**config.mk**
```make
export PLATFORM = sky130hd
export DESIGN_NAME = i2c_master_seq_flat
export DESIGN_NICKNAME = d
export VERILOG_FILES = /design/src/rtl/i2c_pkg.sv /design/src/rtl/i2c_master_seq_if.sv /design/src/rtl/i2c_scl_gen.sv /design/src/rtl/i2c_master_seq.sv /design/src/flat_wrapper.sv
export SDC_FILE = /design/constraint.sdc
export NUM_CORES = 1
export LEC_CHECK = 0
export BUFFER_PORTS_ARGS = -buffer_cell sky130_fd_sc_hd__buf_2
export CAP_MARGIN = 20
export CORE_MARGIN = 5
export CORE_UTILIZATION = 60
export CTS_BUF_LIST = sky130_fd_sc_hd__clkbuf_8
export CTS_CLUSTER_SIZE = 16
export DETAILED_ROUTE_END_ITERATION = 7
export PLACE_DENSITY = 0.87
export REMOVE_ABC_BUFFERS = 1
export SYNTH_ARGS = -nofsm -noshare
export SYNTH_HDL_FRONTEND = slang
export SYNTH_HIERARCHICAL = 1
export SYNTH_SLANG_ARGS = --single-unit
```
**constraint.sdc**
```tcl
create_clock -name clk -period 6.1 [get_ports clk]
set_clock_uncertainty 0.1 [all_clocks]
set_input_delay 1.22 -clock clk [delete_from_list [all_inputs] [get_ports clk]]
set_output_delay 1.22 -clock clk [all_outputs]
set_load 0.05 [all_outputs]
```
**src/rtl/i2c_pkg.sv**
```systemverilog
// Shared types and helpers for the I2C write sequencer.
package i2c_pkg;

  typedef enum logic [1:0] {
    IDLE  = 2'd0,
    START = 2'd1,
    XFER  = 2'd2,
    STOP  = 2'd3
  } seq_state_t;

  localparam logic I2C_RW_WRITE = 1'b0;

  function automatic logic [7:0] addr_byte(input logic [6:0] addr);
    return {addr, I2C_RW_WRITE};
  endfunction

endpackage

```
**src/rtl/i2c_master_seq_if.sv**
```systemverilog
// Host-side request / data-pull handshake of the I2C write sequencer.
interface i2c_master_seq_if #(
  parameter int LEN_W = 4
) ();
  logic             req;
  logic [6:0]       addr;
  logic [LEN_W-1:0] len;
  logic [7:0]       wr_data;
  logic             wr_ready;
  logic             busy;
  logic             done;
  logic             nak;

  modport master (output req, addr, len, wr_data, input wr_ready, busy, done, nak);
  modport slave  (input req, addr, len, wr_data, output wr_ready, busy, done, nak);
endinterface

```
**src/rtl/i2c_scl_gen.sv**
```systemverilog
// SCL phase counter with decoded strobes one cycle ahead of the half/three-quarter points.
module i2c_scl_gen #(
  parameter int CLK_DIV = 8,
  parameter int DIV_LEN = 16
) (
  input  logic               clk,
  input  logic               rstn,
  input  logic               en,
  output logic [DIV_LEN-1:0] counter,
  output logic               wrap,
  output logic               half,
  output logic               three_q
);
  localparam logic [DIV_LEN-1:0] LAST   = DIV_LEN'(CLK_DIV - 1);
  localparam logic [DIV_LEN-1:0] HALF_M = DIV_LEN'(CLK_DIV / 2 - 1);
  localparam logic [DIV_LEN-1:0] TQ_M   = DIV_LEN'(CLK_DIV / 2 + CLK_DIV / 4 - 1);
  localparam logic [DIV_LEN-1:0] ONE    = DIV_LEN'(1);
  localparam logic [DIV_LEN-1:0] ZERO   = DIV_LEN'(0);

  // Phase counter: held at zero while disabled, wraps once per SCL period
  always_ff @(posedge clk) begin
    if (!rstn || !en) begin
      counter <= ZERO;
    end else if (wrap) begin
      counter <= ZERO;
    end else begin
      counter <= counter + ONE;
    end
  end

  assign wrap    = (counter == LAST);
  assign half    = (counter == HALF_M);
  assign three_q = (counter == TQ_M);
endmodule

```
**src/rtl/i2c_master_seq.sv**
```systemverilog
// Write-only I2C transaction sequencer: START, address+W, len data bytes, STOP.
module i2c_master_seq
  import i2c_pkg::*;
#(
  parameter int CLK_FREQ = 50_000_000,
  parameter int CLK_DIV  = CLK_FREQ / 100_000,
  parameter int DIV_LEN  = 16,
  parameter int LEN_W    = 4
) (
  input  logic               clk,
  input  logic               rstn,
  i2c_master_seq_if.slave    host,
  output logic [DIV_LEN-1:0] clk_counter,
  output logic               scl_low,
  output logic               sda_low,
  output logic               tx_n,
  output logic [7:0]         tx_data,
  input  logic               tx_ack_en,
  input  logic               tx_ack
);
  seq_state_t       state_r, state_nxt;
  logic [3:0]       bit_cnt_r, bit_cnt_nxt;
  logic [LEN_W-1:0] bytes_left_r, bytes_left_nxt;
  logic [6:0]       addr_r, addr_nxt;
  logic [7:0]       tx_data_r, tx_data_nxt;
  logic             tx_n_r, tx_n_nxt;
  logic             scl_low_r, scl_low_nxt;
  logic             sda_low_r, sda_low_nxt;
  logic             busy_r, busy_nxt;
  logic             nak_r, nak_nxt;
  logic             done_r, done_nxt;
  logic             wr_ready_r, wr_ready_nxt;
  logic             wrap_s, half_s, three_q_s;
  logic             ack_slot_s, last_byte_s, nak_s;

  i2c_scl_gen #(.CLK_DIV(CLK_DIV), .DIV_LEN(DIV_LEN)) u_scl_gen (
    .clk     (clk),
    .rstn    (rstn),
    .en      (state_r != IDLE),
    .counter (clk_counter),
    .wrap    (wrap_s),
    .half    (half_s),
    .three_q (three_q_s)
  );

  assign ack_slot_s  = (bit_cnt_r == 4'd8);
  assign last_byte_s = (bytes_left_r == {LEN_W{1'b0}});
  // A missing acknowledge is treated the same as an explicit NAK
  assign nak_s       = tx_ack_en ? 1'b1 : tx_ack;

  // Sequencer state register
  always_ff @(posedge clk) begin
    if (!rstn) begin
      state_r <= IDLE;
    end else begin
      state_r <= state_nxt;
    end
  end

  // Next-state and next-output decode
  always_comb begin
    state_nxt      = state_r;
    bit_cnt_nxt    = bit_cnt_r;
    bytes_left_nxt = bytes_left_r;
    addr_nxt       = addr_r;
    tx_data_nxt    = tx_data_r;
    tx_n_nxt       = tx_n_r;
    scl_low_nxt    = scl_low_r;
    sda_low_nxt    = sda_low_r;
    busy_nxt       = busy_r;
    nak_nxt        = nak_r;
    done_nxt       = 1'b0;
    wr_ready_nxt   = 1'b0;
    case (state_r)
      IDLE: begin
        scl_low_nxt = 1'b0;
        sda_low_nxt = 1'b0;
        tx_n_nxt    = 1'b1;
        if (host.req) begin
          addr_nxt       = host.addr;
          bytes_left_nxt = host.len;
          nak_nxt        = 1'b0;
          busy_nxt       = 1'b1;
          state_nxt      = START;
        end else begin
          busy_nxt = 1'b0;
        end
      end
      START: begin
        if (half_s) sda_low_nxt = 1'b1;
        else        sda_low_nxt = sda_low_r;
        if (wrap_s) begin
          scl_low_nxt = 1'b1;
          tx_data_nxt = addr_byte(addr_r);
          tx_n_nxt    = 1'b0;
          bit_cnt_nxt = 4'd0;
          state_nxt   = XFER;
        end else begin
          state_nxt = START;
        end
      end
      XFER: begin
        if (wrap_s)      scl_low_nxt = 1'b1;
        else if (half_s) scl_low_nxt = 1'b0;
        else             scl_low_nxt = scl_low_r;
        // START hold ends when SCL rises on bit 0; i2c_tx owns SDA from then on
        if (half_s && bit_cnt_r == 4'd0) sda_low_nxt = 1'b0;
        else                             sda_low_nxt = sda_low_r;
        if (wr_ready_r) tx_data_nxt = host.wr_data;
        else            tx_data_nxt = tx_data_r;
        if (half_s && ack_slot_s && last_byte_s) tx_n_nxt = 1'b1;
        else                                     tx_n_nxt = tx_n_r;
        if (wrap_s && !ack_slot_s) begin
          bit_cnt_nxt = bit_cnt_r + 4'd1;
        end else if (wrap_s && nak_s) begin
          nak_nxt     = 1'b1;
          tx_n_nxt    = 1'b1;
          sda_low_nxt = 1'b1;
          state_nxt   = STOP;
        end else if (wrap_s && !last_byte_s) begin
          wr_ready_nxt   = 1'b1;
          bytes_left_nxt = bytes_left_r - LEN_W'(1);
          bit_cnt_nxt    = 4'd0;
        end else if (wrap_s) begin
          sda_low_nxt = 1'b1;
          state_nxt   = STOP;
        end else begin
          bit_cnt_nxt = bit_cnt_r;
        end
      end
      STOP: begin
        if (half_s) scl_low_nxt = 1'b0;
        else        scl_low_nxt = scl_low_r;
        if (three_q_s) sda_low_nxt = 1'b0;
        else           sda_low_nxt = sda_low_r;
        if (wrap_s) begin
          done_nxt  = 1'b1;
          state_nxt = IDLE;
        end else begin
          state_nxt = STOP;
        end
      end
      default: begin
        state_nxt = IDLE;
      end
    endcase
  end

  // Datapath and output registers
  always_ff @(posedge clk) begin
    if (!rstn) begin
      bit_cnt_r    <= 4'd0;
      bytes_left_r <= {LEN_W{1'b0}};
      addr_r       <= 7'd0;
      tx_data_r    <= 8'hFF;
      tx_n_r       <= 1'b1;
      scl_low_r    <= 1'b0;
      sda_low_r    <= 1'b0;
      busy_r       <= 1'b0;
      nak_r        <= 1'b0;
      done_r       <= 1'b0;
      wr_ready_r   <= 1'b0;
    end else begin
      bit_cnt_r    <= bit_cnt_nxt;
      bytes_left_r <= bytes_left_nxt;
      addr_r       <= addr_nxt;
      tx_data_r    <= tx_data_nxt;
      tx_n_r       <= tx_n_nxt;
      scl_low_r    <= scl_low_nxt;
      sda_low_r    <= sda_low_nxt;
      busy_r       <= busy_nxt;
      nak_r        <= nak_nxt;
      done_r       <= done_nxt;
      wr_ready_r   <= wr_ready_nxt;
    end
  end

  assign host.wr_ready = wr_ready_r;
  assign host.busy     = busy_r;
  assign host.done     = done_r;
  assign host.nak      = nak_r;
  assign scl_low       = scl_low_r;
  assign sda_low       = sda_low_r;
  assign tx_n          = tx_n_r;
  assign tx_data       = tx_data_r;
endmodule

```
**src/flat_wrapper.sv**
```systemverilog
// flat-port wrapper written by rule: the top's interface ports become plain ports
module i2c_master_seq_flat import i2c_pkg::*;
#(
  parameter int CLK_FREQ = 50_000_000,
  parameter int CLK_DIV  = CLK_FREQ / 100_000,
  parameter int DIV_LEN  = 16,
  parameter int LEN_W    = 4
)
  (clk, rstn, clk_counter, scl_low, sda_low, tx_n, tx_data, tx_ack_en, tx_ack, host_req, host_addr, host_len, host_wr_data, host_wr_ready, host_busy, host_done, host_nak);
  i2c_master_seq_if #(.LEN_W(LEN_W)) host_i ();
  input  logic clk;
  input  logic rstn;
  output logic [DIV_LEN-1:0] clk_counter;
  output logic scl_low;
  output logic sda_low;
  output logic tx_n;
  output logic [7:0] tx_data;
  input  logic tx_ack_en;
  input  logic tx_ack;
  input wire logic [$bits(host_i.req)-1:0] host_req;
  input wire logic [$bits(host_i.addr)-1:0] host_addr;
  input wire logic [$bits(host_i.len)-1:0] host_len;
  input wire logic [$bits(host_i.wr_data)-1:0] host_wr_data;
  output wire logic [$bits(host_i.wr_ready)-1:0] host_wr_ready;
  output wire logic [$bits(host_i.busy)-1:0] host_busy;
  output wire logic [$bits(host_i.done)-1:0] host_done;
  output wire logic [$bits(host_i.nak)-1:0] host_nak;
  assign host_i.req = host_req;
  assign host_i.addr = host_addr;
  assign host_i.len = host_len;
  assign host_i.wr_data = host_wr_data;
  assign host_wr_ready = host_i.wr_ready;
  assign host_busy = host_i.busy;
  assign host_done = host_i.done;
  assign host_nak = host_i.nak;
  i2c_master_seq #(.CLK_FREQ(CLK_FREQ), .CLK_DIV(CLK_DIV), .DIV_LEN(DIV_LEN), .LEN_W(LEN_W)) u_core (.clk(clk), .rstn(rstn), .host(host_i), .clk_counter(clk_counter), .scl_low(scl_low), .sda_low(sda_low), .tx_n(tx_n), .tx_data(tx_data), .tx_ack_en(tx_ack_en), .tx_ack(tx_ack));
endmodule
```
### Word-level counts from Yosys, hierarchy flattened

Index checks and enable logic that the tools add are counted.

* equality and inequality tests: 20
* bitwise logic cells: 2
* $add $sub $neg: 3
* shift-type cells: 0
* div/mod/pow operators: 0
* reduce and logical (&&, ||, !) cells: 29
* multiplexer cells: 46
* $mul: 0
* order comparisons: 0

Operator list (count)
* 16-bit by 9-bit equality test with 1-bit output, second input constant: 2
* 4-bit two-way mux: 8
* 1-bit two-way mux: 21
* 16-bit by 1-bit adder with 16-bit output, second input constant: 1
* 16-bit by 8-bit equality test with 1-bit output, second input constant: 1
* 8-bit two-way mux: 2
* 4-bit one-hot mux with 2 select lines: 2
* 8-bit one-hot mux with 2 select lines: 1
* 2-bit two-way mux: 7
* 2-bit by 1-bit inequality test with 1-bit output, second input constant: 6
* 4-bit AND reduction: 3
* 4-bit zero test: 2
* 1-bit one-hot mux with 4 select lines: 2
* 2-bit one-hot mux with 4 select lines: 1
* 2-bit AND reduction: 4
* 1-bit logical AND: 6
* 2-bit inequality test, second input constant: 3
* 3-bit by 1-bit inequality test with 1-bit output, second input constant: 2
* 3-bit by 2-bit inequality test with 1-bit output, second input constant: 2
* 2-bit nonzero test: 3
* 5-bit AND reduction: 1
* 4-bit by 1-bit adder with 4-bit output, second input constant: 1
* 2-bit equality test, second input constant: 2
* 4-bit equality test, second input constant: 1
* 12 further kinds: 16

* register bits after elaboration: 48
* word-level logic and storage cells: 113
* latch bits: 0
* memory bits (read-only): 0
* output and inout bits: 31
* memories kept: 0
* bits of input ports: 24
* memory bits (writable): 0

### Longest topological paths before layout

* word-level depth: 8
* mapped depth: 9
* gate-level depth less buffers: 8

### Hierarchy

The synthesis kept the hierarchy.

Modules (own cells, without submodules)
* i2c_master_seq: cells each 203, sequential area each 640.6 um^2, area each 1705.4 um^2, instances 1
* i2c_scl_gen: cells each 91, sequential area each 320.3 um^2, area each 784.5 um^2, instances 1

### Least setup slack after synthesis

OpenSTA, ideal clock, no wires.

* kind: reg-to-reg
* start: reg u_core.u_scl_gen.counter[5]
* end: reg u_core.bytes_left_r[0]
* path buffers: 2
* clock period less this slack: 2.759 ns
* stages on the path, launching flop included: 9
* path slack: 3.341 ns
* arrival: 2.589 ns
* required time: 5.930 ns
* setup time: 0.070 ns
* cells stage by stage: dfxtp_1 -> nand4_1 -> clkbuf_1 -> nor4_1 -> buf_6 -> and4b_4 -> a31oi_4 -> or4_1 -> a21oi_1

* cells in the longest elaborated chain, start to end: 4
* elaborated cells on any way between the ends: 8
* those cells by class: eq/ne: 4; reduce/logical: 4

Ends and longest elaborated chain
* start, declared: RTL line i2c_scl_gen.sv:9 `output logic [DIV_LEN-1:0] counter,`
* start signal, assigned: RTL line i2c_scl_gen.sv:27 `counter <= counter + ONE;`
* 16-bit by 9-bit equality test with 1-bit output (*): RTL line i2c_scl_gen.sv:31 `assign wrap = (counter == LAST);`
* net u_core.wrap_s: RTL line i2c_master_seq.sv:33 `logic wrap_s, half_s, three_q_s;`
* 1-bit logical AND (on tied branches): RTL line i2c_master_seq.sv:113, i2c_master_seq.sv:115, i2c_master_seq.sv:120
* 2-bit inequality test (no line) / 2-bit by 1-bit inequality test with 1-bit output (equally long branches)
* 5-bit AND reduction (no line) (*)
* end signal, assigned: RTL line i2c_master_seq.sv:153 `bytes_left_r <= {LEN_W{1'b0}};`
* end signal, assigned: RTL line i2c_master_seq.sv:165 `bytes_left_r <= bytes_left_nxt;`
* end, declared: RTL line i2c_master_seq.sv:23 `logic [LEN_W-1:0] bytes_left_r, bytes_left_nxt;`

The timed path passes the listed nets; every way through them passes the cells marked *.
A chain may end at the register's enable or synchronous reset.

### Final worst setup path

Ends and elaborated chain as after synthesis.

==> flow_metrics.env <==
export IMPL_status="completed"
export IMPL_synth_edf_count=0
export IMPL_ys_warn_count=6
export IMPL_post_route_util_pct=71.3
export IMPL_gp_congestion=0.808
export IMPL_clk_latency_ns=0.29
export IMPL_initial_core_util_pct=62.2
export IMPL_power_leakage_nw=1.12
export IMPL_ctsHoldBuffers=0
export IMPL_overflow=0
export IMPL_final_common_cell="buf_2"
export IMPL_cp_end_kind="flip-flop"
export IMPL_dp_hpwl_microns=4140
export IMPL_rsz0062_at_grt="false"
export IMPL_worstSetupStartpointType="flip-flop"
export IMPL_tightestPinTransition_ns=1.07
export IMPL_grt_usage_pct=21.2
export IMPL_grt_first_pass_wirelength_microns=9450
export IMPL_syn_inst=294
export IMPL_portBuffers=54
export IMPL_setup_viol=0
export IMPL_drt_vias_per_instance=5.88
export IMPL_cts_setup_buffers=0
export IMPL_wirelength_microns=5790
export IMPL_netlist_area_sq_um=2490
export IMPL_yosys_register_bits=48
export IMPL_power_density_nw_per_um2=301
export IMPL_die_x_microns=74.4
export IMPL_slew_headroom_pct=28.5
export IMPL_rows=23
export IMPL_cts_resized=0
export IMPL_placedInstanceArea_sq_um=2770
export IMPL_boundaryPins=55
export IMPL_peakVddDrop_v=0.000176
export IMPL_layout_nets=382
export IMPL_cts_buffer_depth=2
export IMPL_timing_final_crit_share_pct=45.1
export IMPL_hold_viol=0
export IMPL_fin_tns_setup_ns=0
export IMPL_antenna_found_initial=0
export IMPL_vias=2333
export IMPL_dr_pass1_iters=5
export IMPL_synthArstFlopShare_pct=0
export IMPL_drive_gt1_share_pct=20.7
export IMPL_grt_max_degree=23
export IMPL_antennaDiodeCount=0
export IMPL_synth_seq_area_share_pct=38.6
export IMPL_ctsRootBufferMaster="clkbuf_8"
export IMPL_min_path_type="flip-flop to flip-flop"
export IMPL_coreArea_sq_um=4000
export IMPL_hold_ws_ns=0.363
export IMPL_clk_pin_slew_worst_paths_ns=0.08
export IMPL_numCtsBuffers=5
export IMPL_synth_ff_type="dfxtp_1"
export IMPL_max_freq_ghz=0.364
export IMPL_cp_required_ns=6.22
export IMPL_detail_route_antenna_nets=0
export IMPL_multi_input_area_sq_um=1400
export IMPL_synth_area_top_cells="dfxtp_1 (39%), nand2_1 (5.6%), ha_1 (5.5%)"
export IMPL_path_class="flip-flop to flip-flop"
export IMPL_synth_distinct_cells=52
export IMPL_slew_violations=0
export IMPL_area_growth_pct=14.5
export IMPL_synth_top_area_share_pct=38.6
export IMPL_crit_fanout=11
export IMPL_period_needed_ns=2.75
export IMPL_final_cell_mix="buf_2 (54), dfxtp_1 (48), nand2_1 (37), nor2_1 (27), a21oi_1 (19)"
export IMPL_drc=0
export IMPL_drtIter0Drc=134
export IMPL_grt_pass1_vias=2207
export IMPL_cts_tree="built"
export IMPL_crit_arrival_ns=2.87
export IMPL_total_power_mw=0.859
export IMPL_numClockSinks=48
export IMPL_max_cap_violations=0
export IMPL_nFillCells=315
export IMPL_design_die_area_sq_um=5540
export IMPL_die_h_microns=74.4
export IMPL_yosys_area_top_type="dfxtp_1"
export IMPL_regArea_sq_um=961
export IMPL_routedWlPerCell_microns=14.6
export IMPL_htreeDepth=2
export IMPL_syn_area_per_cell_sq_um=8.47
export IMPL_finalInstanceArea_sq_um=2850
## path summary, 6_finish.rpt
path,start,to,slack (ns),cells past startpoint
setup / recovery,u_core/u_scl_gen/counter[5],u_core/bytes_left_r[0],3.35,7
hold / removal,u_core/addr_r[1],u_core/addr_r[1],0.36,2
setup reg to reg,u_core/u_scl_gen/counter[5],u_core/bytes_left_r[0],3.35,7
hold reg to reg,u_core/addr_r[1],u_core/addr_r[1],0.36,2
## per-stage QoR
| step | setup slack (ns) | std cells |
|---|---|---|
| 2_1_floorplan | 2.83 | 284 |
| 3_3_place_gp | 3.35 | 389 |
| 3_5_place_dp | 3.19 | 389 |
| 4_1_cts | 3.17 | 396 |
| 5_1_grt | 3.15 | 397 |
| 6_report | 3.35 | 397 |
## cell usage after synthesis (all sizes together), types with 6 or more instances
library cell	number
mux2i	9
a31oi	9
nand4	8
xnor2	12
nor2	27
inv	16
o21ai	9
nand2b	6
clkbuf	6
nand3	9
nand2	38
dfxtp	48
a21oi	19
nor4	6
ha	11
nor3	8
o211ai	9
## sequential cells by signal (all words and copies together), names as in the netlist
register                  cells
u_core/tx_n                   1
u_core/sda_low                1
u_core/host.busy              1
u_core/bit_cnt_r              4
u_core/state_r                2
u_core/bytes_left_r           4
u_core/host.nak               1
u_core/tx_data                8
u_core/u_scl_gen/counter     16
u_core/scl_low                1
u_core/host.wr_ready          1
u_core/host.done              1
u_core/addr_r                 7
## power breakdown
group          internal, mW  leakage [nW]  switching, mW  total, mW
Sequential            0.351         0.391         0.0280      0.379
Clock                0.0764        0.0452         0.0979      0.174
Combinational        0.0936         0.684          0.212      0.306
## worst max-delay path, stage by stage, from the launching register on
cell and delay [ns]:
dfxtp_1 0.43, nand4_1 0.46, nor4_1 0.43, buf_4 0.22, and4b_4 0.27, a31oi_4 0.10, or4_1 0.53, a21oi_1 0.13
## cells by family after synthesis
| family | synth area share (%) |
|---|---|
| multiplexers | 3.62 |
| AND/OR/NAND/NOR | 25.0 |
| AO/OA/AOI/OAI | 17.5 |
| adder cells (fa/ha/maj) | 5.53 |
| XOR/XNOR | 4.57 |
| flip-flops | 38.6 |
| buffers and inverters | 5.18 |
## final cells by class
class,count,area share (%)
clock buffers,5,2.41
clock inverters,2,0.307
inverters,17,2.24
flip-flops and latches,48,33.7
multi-input cells,219,49.1
repair buffers,56,10.0
well taps,50,2.19
## per-layer routing
layer / share of wire [%] / global-route usage, % / vias up
li1: - / - / 1145
met1: 43 / 26.6 / 1084
met2: 47 / 35.7 / 97
met3: 8.1 / 4.59 / 7
met4: 1.4 / 7.91 / 0
met5: 0 / 0 / -
No activity file was read; power rests on OpenSTA's default activity.
